`src/rtl/mouse_packet_tracker.sv`:
```
// PS/2 mouse packet framer and absolute position tracker (3- or 4-byte packets).
// Optional wheel accumulator on Z_POS is built only when MOUSE_Z_ACCUM_EN is defined.
module mouse_packet_tracker #(
  parameter int COORD_W     = 10,
  parameter int LIMIT_X     = 640,
  parameter int LIMIT_Y     = 480,
  parameter int Y_INVERT    = 1,
  parameter int TIMEOUT_CYC = 2000000
) (
  input  logic               CLK,
  input  logic               RESET,
  input  logic [7:0]         BYTE_IN,
  input  logic               BYTE_VALID,
  input  logic               WHEEL_MODE,
  input  logic [1:0]         SPEED_SHIFT,
  input  logic               SET_POS,
  input  logic [COORD_W-1:0] SET_X,
  input  logic [COORD_W-1:0] SET_Y,
  output logic [COORD_W-1:0] POS_X,
  output logic [COORD_W-1:0] POS_Y,
  output logic [7:0]         STATUS,
  output logic [7:0]         DX,
  output logic [7:0]         DY,
  output logic [3:0]         DZ,
  output logic [7:0]         Z_POS,
  output logic               PKT_VALID,
  output logic               SYNC_ERR,
  output logic [2:0]         FSM_STATE
);

  localparam int CW = COORD_W + 4;
  localparam int TW = $clog2(TIMEOUT_CYC + 1);

  localparam logic [2:0] B0     = 3'd0;
  localparam logic [2:0] B1     = 3'd1;
  localparam logic [2:0] B2     = 3'd2;
  localparam logic [2:0] B3     = 3'd3;
  localparam logic [2:0] UPDATE = 3'd4;

  localparam logic signed [CW-1:0] MAX_X = CW'(LIMIT_X - 1);
  localparam logic signed [CW-1:0] MAX_Y = CW'(LIMIT_Y - 1);

  logic [2:0]         state;
  logic               wheelLat;
  logic [7:0]         byte0;
  logic [7:0]         byte1;
  logic [7:0]         byte2;
  logic [3:0]         byte3;
  logic [TW-1:0]      gapCnt;
  logic               timeout;
  logic signed [CW-1:0] dxScaled;
  logic signed [CW-1:0] dyScaled;
  logic signed [CW-1:0] newX;
  logic signed [CW-1:0] newY;
  logic [COORD_W-1:0] updX;
  logic [COORD_W-1:0] updY;
  logic [COORD_W-1:0] setXc;
  logic [COORD_W-1:0] setYc;
  logic [3:0]         dzNext;

  assign FSM_STATE = state;

  // Overflow saturates the 9-bit delta before scaling; shift applies after sign extension.
  function automatic logic signed [CW-1:0] scaleDelta(input logic [7:0] b, input logic sgn,
                                                      input logic ovf, input logic [1:0] sh);
    logic [8:0]           d;
    logic signed [CW-1:0] ext;
    d   = ovf ? (sgn ? 9'h100 : 9'h0FF) : {sgn, b};
    ext = {{(CW-9){d[8]}}, d};
    return ext <<< sh;
  endfunction

  function automatic logic [COORD_W-1:0] clampPos(input logic signed [CW-1:0] v,
                                                  input logic signed [CW-1:0] maxV);
    logic [COORD_W-1:0] r;
    if (v[CW-1])       r = '0;
    else if (v > maxV) r = maxV[COORD_W-1:0];
    else               r = v[COORD_W-1:0];
    return r;
  endfunction

  always_comb begin
    timeout  = (state == B1 || state == B2 || state == B3) && (gapCnt == TW'(TIMEOUT_CYC));
    dxScaled = scaleDelta(byte1, byte0[4], byte0[6], SPEED_SHIFT);
    dyScaled = scaleDelta(byte2, byte0[5], byte0[7], SPEED_SHIFT);
    newX     = $signed({4'b0000, POS_X}) + dxScaled;
    newY     = (Y_INVERT != 0) ? $signed({4'b0000, POS_Y}) - dyScaled
                               : $signed({4'b0000, POS_Y}) + dyScaled;
    updX     = clampPos(newX, MAX_X);
    updY     = clampPos(newY, MAX_Y);
    setXc    = clampPos($signed({4'b0000, SET_X}), MAX_X);
    setYc    = clampPos($signed({4'b0000, SET_Y}), MAX_Y);
    dzNext   = wheelLat ? byte3 : 4'h0;
  end

  always_ff @(posedge CLK) begin
    if (RESET) begin
      state     <= B0;
      wheelLat  <= 1'b0;
      byte0     <= 8'h00;
      byte1     <= 8'h00;
      byte2     <= 8'h00;
      byte3     <= 4'h0;
      gapCnt    <= '0;
      POS_X     <= COORD_W'(LIMIT_X / 2);
      POS_Y     <= COORD_W'(LIMIT_Y / 2);
      STATUS    <= 8'h00;
      DX        <= 8'h00;
      DY        <= 8'h00;
      DZ        <= 4'h0;
      PKT_VALID <= 1'b0;
      SYNC_ERR  <= 1'b0;
    end else begin
      PKT_VALID <= 1'b0;
      SYNC_ERR  <= 1'b0;
      // A timeout abandons the partial packet; a coincident strobe is a fresh byte0.
      if (state == B0 || timeout) begin
        gapCnt <= '0;
        if (timeout) SYNC_ERR <= 1'b1;
        if (BYTE_VALID && BYTE_IN[3]) begin
          byte0    <= BYTE_IN;
          wheelLat <= WHEEL_MODE;
          state    <= B1;
        end else begin
          state <= B0;
          if (BYTE_VALID) SYNC_ERR <= 1'b1;
        end
      end else begin
        case (state)
          B1, B2, B3: begin
            if (BYTE_VALID) begin
              gapCnt <= '0;
              if (state == B1) begin
                byte1 <= BYTE_IN;
                state <= B2;
              end else if (state == B2) begin
                byte2 <= BYTE_IN;
                state <= wheelLat ? B3 : UPDATE;
              end else begin
                byte3 <= BYTE_IN[3:0];
                state <= UPDATE;
              end
            end else begin
              gapCnt <= gapCnt + TW'(1);
            end
          end
          UPDATE: begin
            STATUS    <= byte0;
            DX        <= byte1;
            DY        <= byte2;
            DZ        <= dzNext;
            POS_X     <= updX;
            POS_Y     <= updY;
            PKT_VALID <= 1'b1;
            state     <= B0;
          end
          default: state <= B0;
        endcase
      end
      if (SET_POS) begin
        POS_X <= setXc;
        POS_Y <= setYc;
      end
    end
  end

`ifdef MOUSE_Z_ACCUM_EN
  logic signed [8:0] zSum;

  always_comb zSum = $signed({Z_POS[7], Z_POS}) + $signed({{5{dzNext[3]}}, dzNext});

  always_ff @(posedge CLK) begin
    if (RESET) begin
      Z_POS <= 8'h00;
    end else if (state == UPDATE) begin
      if (zSum > 9'sd127)       Z_POS <= 8'h7F;
      else if (zSum < -9'sd128) Z_POS <= 8'h80;
      else                      Z_POS <= zSum[7:0];
    end
  end
`else
  assign Z_POS = 8'h00;
`endif

endmodule

```
`config.mk`:
```
export PLATFORM = sky130hd
export DESIGN_NAME = mouse_packet_tracker
export DESIGN_NICKNAME = d
export VERILOG_FILES = /design/src/rtl/mouse_packet_tracker.sv
export SDC_FILE = /design/constraint.sdc
export NUM_CORES = 1
export LEC_CHECK = 0
export CAP_MARGIN = 10
export CORE_UTILIZATION = 54
export CTS_CLUSTER_DIAMETER = 40
export DETAILED_ROUTE_END_ITERATION = 8
export PLACE_DENSITY = 0.87
export SYNTH_ARGS = -nofsm -noshare
export SYNTH_HDL_FRONTEND = slang
export SYNTH_SLANG_ARGS = --single-unit
```
`constraint.sdc`:
```
create_clock -name CLK -period 4.38 [get_ports CLK]
set_input_delay 0.438 -clock CLK [delete_from_list [all_inputs] [get_ports CLK]]
set_output_delay 0.438 -clock CLK [all_outputs]
set_load 0.03 [all_outputs]
```
==> results.sh, run 1 <==
export IMPL_p_leak_uw=0.00273
export IMPL_fmax_ghz=0.258
export IMPL_post_cts_setup_buffers=0
export IMPL_start_kind="input pin"
export IMPL_seqPwrFrac_pct=47.7
export IMPL_slowest_delay_ns=0.62
export IMPL_grt_start_max_net_pins=82
export IMPL_first_global_vias=5353
export IMPL_worst_r2r_cell_count=12
export IMPL_place_hpwl_um=11400
export IMPL_critPathMaxFanout=12
export IMPL_crit_type="in -> reg"
export IMPL_dp_slack_ns=0.101
export IMPL_register_area_sq_mm=0.00206
export IMPL_fillers=857
export IMPL_synth_simple_area_share_pct=20.6
export IMPL_synth_seq_cells=103
export IMPL_hold_ws_ns=0.460
export IMPL_floorplan_die_area_sq_mm=0.0115
export IMPL_area_delta_synth_final_pct=18.2
export IMPL_yosysMostFrequentCell="dfxtp_1"
export IMPL_grt_pass1_wl_um=25100
export IMPL_clk_latency_ns=0.38
export IMPL_drive_gt1_share_pct=6.73
export IMPL_period_share_pct=88.6
export IMPL_drt_iter0_drc=375
export IMPL_p_sw_uw=693
export IMPL_synthMuxAreaShare_pct=9.52
export IMPL_viasPerCell=5.94
export IMPL_design_core_area_sq_mm=0.0108
export IMPL_finalNonFillerCells=942
export IMPL_routabilityCongestion=0.952
export IMPL_cp_end_kind="flop"
export IMPL_wl_um=15500
export IMPL_yosysWarnings=0
export IMPL_post_cts_resized=0
export IMPL_report_final_slew_viol_count=0
export IMPL_synth_top_family_by_area="simple AND/OR/NAND/NOR gates"
export IMPL_ys_seq_area_share_pct=34.6
export IMPL_overflow=0
export IMPL_cts_htree_levels=3
export IMPL_io_buffers=87
export IMPL_cts_clk_slew_worst_paths_ns=0.10
export IMPL_die_y_um=107
export IMPL_p_total_uw=2090
export IMPL_cp_arrival_ns=4.16
export IMPL_cts_root_buf="clkbuf_8"
export IMPL_yosys_area_top_type="dfxtp_1"
export IMPL_synth_commonest_cells="dfxtp_1, nand2_1, nor2_1"
export IMPL_synth_edf_count=0
export IMPL_fp_row_count=38
export IMPL_synthAdderAreaFrac_pct=5.49
export IMPL_synthesis_instances=731
export IMPL_vias=5600
export IMPL_cts_hold_buf=0
export IMPL_final_nets=857
export IMPL_dr_pass1_iters=7
export IMPL_hold_class="reg -> reg"
export IMPL_numCtsBuffers=9
export IMPL_multi_input_area_sq_mm=0.00365
export IMPL_p_clk_share_pct=26.9
export IMPL_required_ns=4.66
export IMPL_grt_usage_pct=27.3
export IMPL_intPower_uw=1400
export IMPL_cts_num_sinks=103
export IMPL_setup_violations_final=0
export IMPL_path_depth=13
export IMPL_initial_utilization_pct=55.3
export IMPL_max_slew_margin_rel_pct=45.4
export IMPL_remaining_drc_errors=0
export IMPL_rsz0062_at_grt="no"
export IMPL_power_density_mw_per_mm2=297
export IMPL_cp_top_family="compound AO/OA/AOI/OAI gates"
export IMPL_tns_ns=0
export IMPL_swShare_pct=33.1
export IMPL_crit_buf_inv=2
export IMPL_syn_area_sq_mm=0.00597
export IMPL_fin_crit_ns=3.88
export IMPL_synth_area_top_cells="dfxtp_1, mux2i_1, nand2_1, nor2_1, ha_1"
export IMPL_final_setup_worst_slack_ns=0.498
export IMPL_synth_compound_area_share_pct=20.5
export IMPL_synth_distinct_cells=68
export IMPL_pin_count=96
export IMPL_antennaDiodeCount=0
export IMPL_grt_antenna_before_repair=0
export IMPL_detail_route_antenna_nets=0
export IMPL_min_path_cells=2
export IMPL_ir_drop_mv=0.192
export IMPL_final_hold_viol_count=0
export IMPL_synth_top_area_share_pct=34.6
export IMPL_async_reset_ff_share_pct=0
export IMPL_synthXorXnorAreaFrac_pct=4.55
export IMPL_wl_per_cell_um=16.4
export IMPL_cpMaxStageDelayCell="clkdlybuf4s50_1"
export IMPL_dpl_cell_count=926
export IMPL_combPwrFrac_pct=25.4
export IMPL_clk_path_buf_depth=2
export IMPL_drv_cap=0
export IMPL_avgSynthCellArea_sq_um=8.16
export IMPL_crit_chain="clkdlybuf4s50_1 -> buf_4 -> mux2_2 -> o21ai_0 -> mux2i_1 -> ha_1 -> o211ai_1 -> a21boi_1 -> a221oi_1 -> nand3b_1 -> a311oi_2 -> nor2b_1 -> a311oi_1"
export IMPL_clock_skew_ns=0.0144
export IMPL_cts_tree="built"
export IMPL_tightest_slew_ns=0.819
export IMPL_die_x_um=107
export IMPL_status="finished, final reports clean"
export IMPL_synth_flop_cell="dfxtp_1"
==> layout by cell type, fill, tap and decap left out, types with 5 or more instances in the layout <==
master	netlist	layout
nand3b_1	5	5
conb_1	1	8
nor3_1	13	13
o21ai_0	35	35
xor2_1	18	18
mux2_2	14	14
ha_1	23	23
inv_1	14	14
mux2i_1	41	41
o21ai_1	6	6
a211oi_1	6	6
and3_1	5	5
clkbuf_8	0	9
a311oi_1	5	5
dfxtp_1	103	103
a21oi_1	56	56
nor2b_1	13	13
a221oi_1	5	5
a31oi_1	5	5
o21a_1	17	17
nand2_1	96	96
xnor2_1	13	13
nand3_1	14	14
nor2_1	93	93
a21o_1	8	8
nand4_1	6	6
buf_4	9	9
clkdlybuf4s50_1	0	86
==> state kept, by name, indices dropped and copies added, names as in the netlist, 3 cells and up <==
signal     flops
STATUS         8
DY             8
POS_Y         10
gapCnt        21
DZ             4
FSM_STATE      3
byte1          8
byte3          4
byte0          8
POS_X         10
DX             8
byte2          8
==> worst register-to-register path, stage by stage (launching register included) <==
cell       delay (ns)
dfxtp_1          0.60
mux2i_1          0.17
nor3_1           0.25
ha_1             0.26
inv_1            0.07
fa_1             0.42
a211oi_1         0.35
o21ai_1          0.19
a41oi_1          0.37
a2111oi_4        0.10
a22oi_2          0.33
nor2_1           0.17
a221oi_1         0.31
==> power by group through the flow <==
stage	Clock, uW	Combinational, uW	Sequential, uW
floorplan	0	347	1040
global placement	0	500	1020
detailed placement	0	520	1020
CTS	575	523	998
global route	611	577	1000
finish	563	531	999
==> path summary, 6_finish.rpt <==
path                      endpoint  slack [ns]                   from
max          POS_X[1]$_SDFFE_PP0P_        0.50         SPEED_SHIFT[0]
min             DX[2]$_SDFFE_PP0P_        0.46     DX[2]$_SDFFE_PP0P_
max reg2reg  POS_Y[1]$_SDFFE_PP0P_        0.70  byte0[7]$_SDFFE_PP0P_
min reg2reg     DX[2]$_SDFFE_PP0P_        0.46     DX[2]$_SDFFE_PP0P_
==> kinds of logic (layout without fill, tap and decap cells) <==
logic type      count (synthesis)  in the layout
simple gates                  271            271
compound gates                182            182
flops                         103            103
buf+inv                        63            127
mux                            55             55
xor+xnor                       31             31
fa+ha+maj                      25             25
other cells                     1              8
==> cell type report <==
class	count	area share, %
well taps	140	2.48
flip-flops and latches	103	29.2
clock inverters	7	0.763
multi-input cells	572	51.7
clock buffers	9	1.76
repair buffers	96	13.2
inverters	15	0.798
==> routing by layer <==
layer  share of wire, %  GRT usage (%)  up-vias
met5                  0              0        -
met3                5.8           5.29       58
li1                   -              -     2692
met1                 41           32.8     2638
met2                 50           47.1      212
met4                3.5           12.5        0
==> metrics by stage <==
step	utilization, %	cell area, sq um
after global placement	63.7	6880
after floorplan	-	5990
after global routing	65.4	7060
final	65.4	7060
after CTS	65.4	7060
after detailed placement	63.7	6880
Note: power is estimated with default switching activity, not from simulation.
==> run 2, diff against run 1 <==
--- a/config.mk
+++ b/config.mk
@@ -9,6 +9,7 @@
 export CORE_UTILIZATION = 54
 export CTS_CLUSTER_DIAMETER = 40
 export DETAILED_ROUTE_END_ITERATION = 8
+export MAX_ROUTING_LAYER = met4
 export PLACE_DENSITY = 0.87
 export SYNTH_ARGS = -nofsm -noshare
 export SYNTH_HDL_FRONTEND = slang
==> results.sh, run 2 (synthesized netlist as in run 1, its figures left out) <==
export IMPL_grt_pass1_wl_um=24900
export IMPL_grt_busiest_layer="met2"
export IMPL_cts_clk_slew_worst_paths_ns=0.11
export IMPL_antennaDiodeCount=0
export IMPL_fillers=884
export IMPL_initial_utilization_pct=55.3
export IMPL_met2_usage_pct=47.8
export IMPL_post_cts_setup_buffers=0
export IMPL_area_delta_synth_final_pct=18.4
export IMPL_floorplan_die_area_sq_mm=0.0115
export IMPL_start_kind="input pin"
export IMPL_tns_ns=0
export IMPL_overflow=0
export IMPL_cts_hold_buf=0
export IMPL_wl_um=15400
export IMPL_die_x_um=107
export IMPL_crit_chain="clkdlybuf4s50_1 -> buf_4 -> mux2_2 -> o21ai_0 -> o21ai_0 -> ha_1 -> o211ai_1 -> o211ai_1 -> a221oi_1 -> nand3b_1 -> a311oi_2 -> nor2b_1 -> a311oi_1"
export IMPL_global_route_usage_met3_pct=3.71
export IMPL_routabilityCongestion=0.995
export IMPL_reg_largest_list="gapCnt x21, POS_X x10, POS_Y x10"
export IMPL_cp_end_kind="flop"
export IMPL_drive_gt1_share_pct=6.48
export IMPL_vias=5575
export IMPL_remaining_drc_errors=0
export IMPL_required_ns=4.67
export IMPL_p_total_uw=2120
export IMPL_top_register="gapCnt"
export IMPL_cts_tree="built"
export IMPL_first_global_vias=5280
export IMPL_max_slew_margin_rel_pct=44.6
export IMPL_setup_violations_final=0
export IMPL_clk_path_buf_depth=2
export IMPL_ir_drop_mv=0.214
export IMPL_report_final_slew_viol_count=0
export IMPL_die_y_um=107
export IMPL_drt_iter0_drc=358
export IMPL_pin_count=96
export IMPL_crit_type="in -> reg"
export IMPL_dp_slack_ns=0.122
export IMPL_period_share_pct=90.6
export IMPL_slowest_delay_ns=0.63
export IMPL_viasPerCell=5.92
export IMPL_cts_root_buf="clkbuf_8"
export IMPL_tightest_slew_ns=0.832
export IMPL_design_core_area_sq_mm=0.0108
export IMPL_clock_skew_ns=0.0156
export IMPL_drv_cap=0
export IMPL_dr_pass1_iters=5
export IMPL_wl_per_cell_um=16.3
export IMPL_cp_arrival_ns=4.26
export IMPL_largest_reg_flops=21
export IMPL_final_hold_viol_count=0
export IMPL_fin_crit_ns=3.97
export IMPL_p_leak_uw=0.00272
export IMPL_final_common_cell="dfxtp_1"
export IMPL_rsz0062_at_grt="no"
export IMPL_cts_num_sinks=103
export IMPL_numCtsBuffers=9
export IMPL_final_setup_worst_slack_ns=0.413
export IMPL_final_nets=857
export IMPL_clk_latency_ns=0.38
export IMPL_cts_htree_levels=3
export IMPL_power_density_mw_per_mm2=300
export IMPL_grt_antenna_before_repair=0
export IMPL_place_hpwl_um=11500
export IMPL_critPathMaxFanout=12
export IMPL_status="finished, final reports clean"
export IMPL_cpMaxStageDelayCell="clkdlybuf4s50_1"
export IMPL_fp_row_count=38
export IMPL_grt_usage_pct=27.9
export IMPL_grt_start_max_net_pins=43
export IMPL_detail_route_antenna_nets=0
export IMPL_final_cell_mix="dfxtp_1, nand2_1, nor2_1"
export IMPL_io_buffers=87
export IMPL_post_cts_resized=0
export IMPL_hold_class="reg -> reg"
export IMPL_fmax_ghz=0.252
export IMPL_gr_usage_met1_pct=33.0
run 2: path summary, 6_finish.rpt:
check | from | end | slack (ns) | cells past startpoint
setup reg to reg | byte0[7]$_SDFFE_PP0P_ | POS_Y[1]$_SDFFE_PP0P_ | 0.75 | 12
hold reg to reg | DZ[0]$_SDFFE_PP0P_ | DZ[0]$_SDFFE_PP0P_ | 0.46 | 2
hold / removal | DZ[0]$_SDFFE_PP0P_ | DZ[0]$_SDFFE_PP0P_ | 0.46 | 2
setup / recovery | SPEED_SHIFT[0] | POS_X[2]$_SDFFE_PP0P_ | 0.41 | 13
run 2: critical path, delay by kind of cell:
kind	cells	cell delay (ns)
simple gates	2	0.36
buf+inv	2	0.89
mux	1	0.35
compound gates	7	1.85
fa+ha+maj	1	0.37
run 2: metrics by stage:
stage / instance area, sq um / util [%] / cells / hold slack [ns]
after global placement: 6880 / 63.7 / 926 / 0.444
after detailed placement: 6880 / 63.7 / 926 / 0.450
final: 7070 / 65.5 / 942 / 0.460
after global routing: 7070 / 65.5 / 942 / 0.483
after CTS: 7070 / 65.5 / 942 / 0.463
after floorplan: 5990 / - / 738 / 0.431
run 2: where the power goes:
group / switching, uW / internal [uW] / total [uW]
registers: 36.8 / 963 / 1000
clock network: 330 / 265 / 596
logic: 304 / 224 / 528
total: 671 / 1450 / 2120
run 2: layout make-up:
cell class | instances | area, sq um | share of cell area [%]
repair buffers | 96 | 933 | 13.2
multi-input cells | 572 | 3650 | 51.7
well taps | 140 | 175 | 2.48
flip-flops and latches | 103 | 2060 | 29.2
inverters | 15 | 56.3 | 0.797
clock inverters | 5 | 56.3 | 0.797
clock buffers | 11 | 131 | 1.86
run 2: routing by layer:
metal | wire (um) | vias up
met3 | 699 | 35
li1 | - | 2700
met5 | 0 | -
met4 | 381 | 0
met2 | 7820 | 168
met1 | 6500 | 2672
==> run 3, diff against run 2 <==
--- a/config.mk
+++ b/config.mk
@@ -9,8 +9,8 @@
 export CORE_UTILIZATION = 54
 export CTS_CLUSTER_DIAMETER = 40
 export DETAILED_ROUTE_END_ITERATION = 8
-export MAX_ROUTING_LAYER = met4
 export PLACE_DENSITY = 0.87
+export SLEW_MARGIN = 20
 export SYNTH_ARGS = -nofsm -noshare
 export SYNTH_HDL_FRONTEND = slang
 export SYNTH_SLANG_ARGS = --single-unit
==> results of run 3 <==
No change in the layout: final DEF, timing and power equal those of run 1.
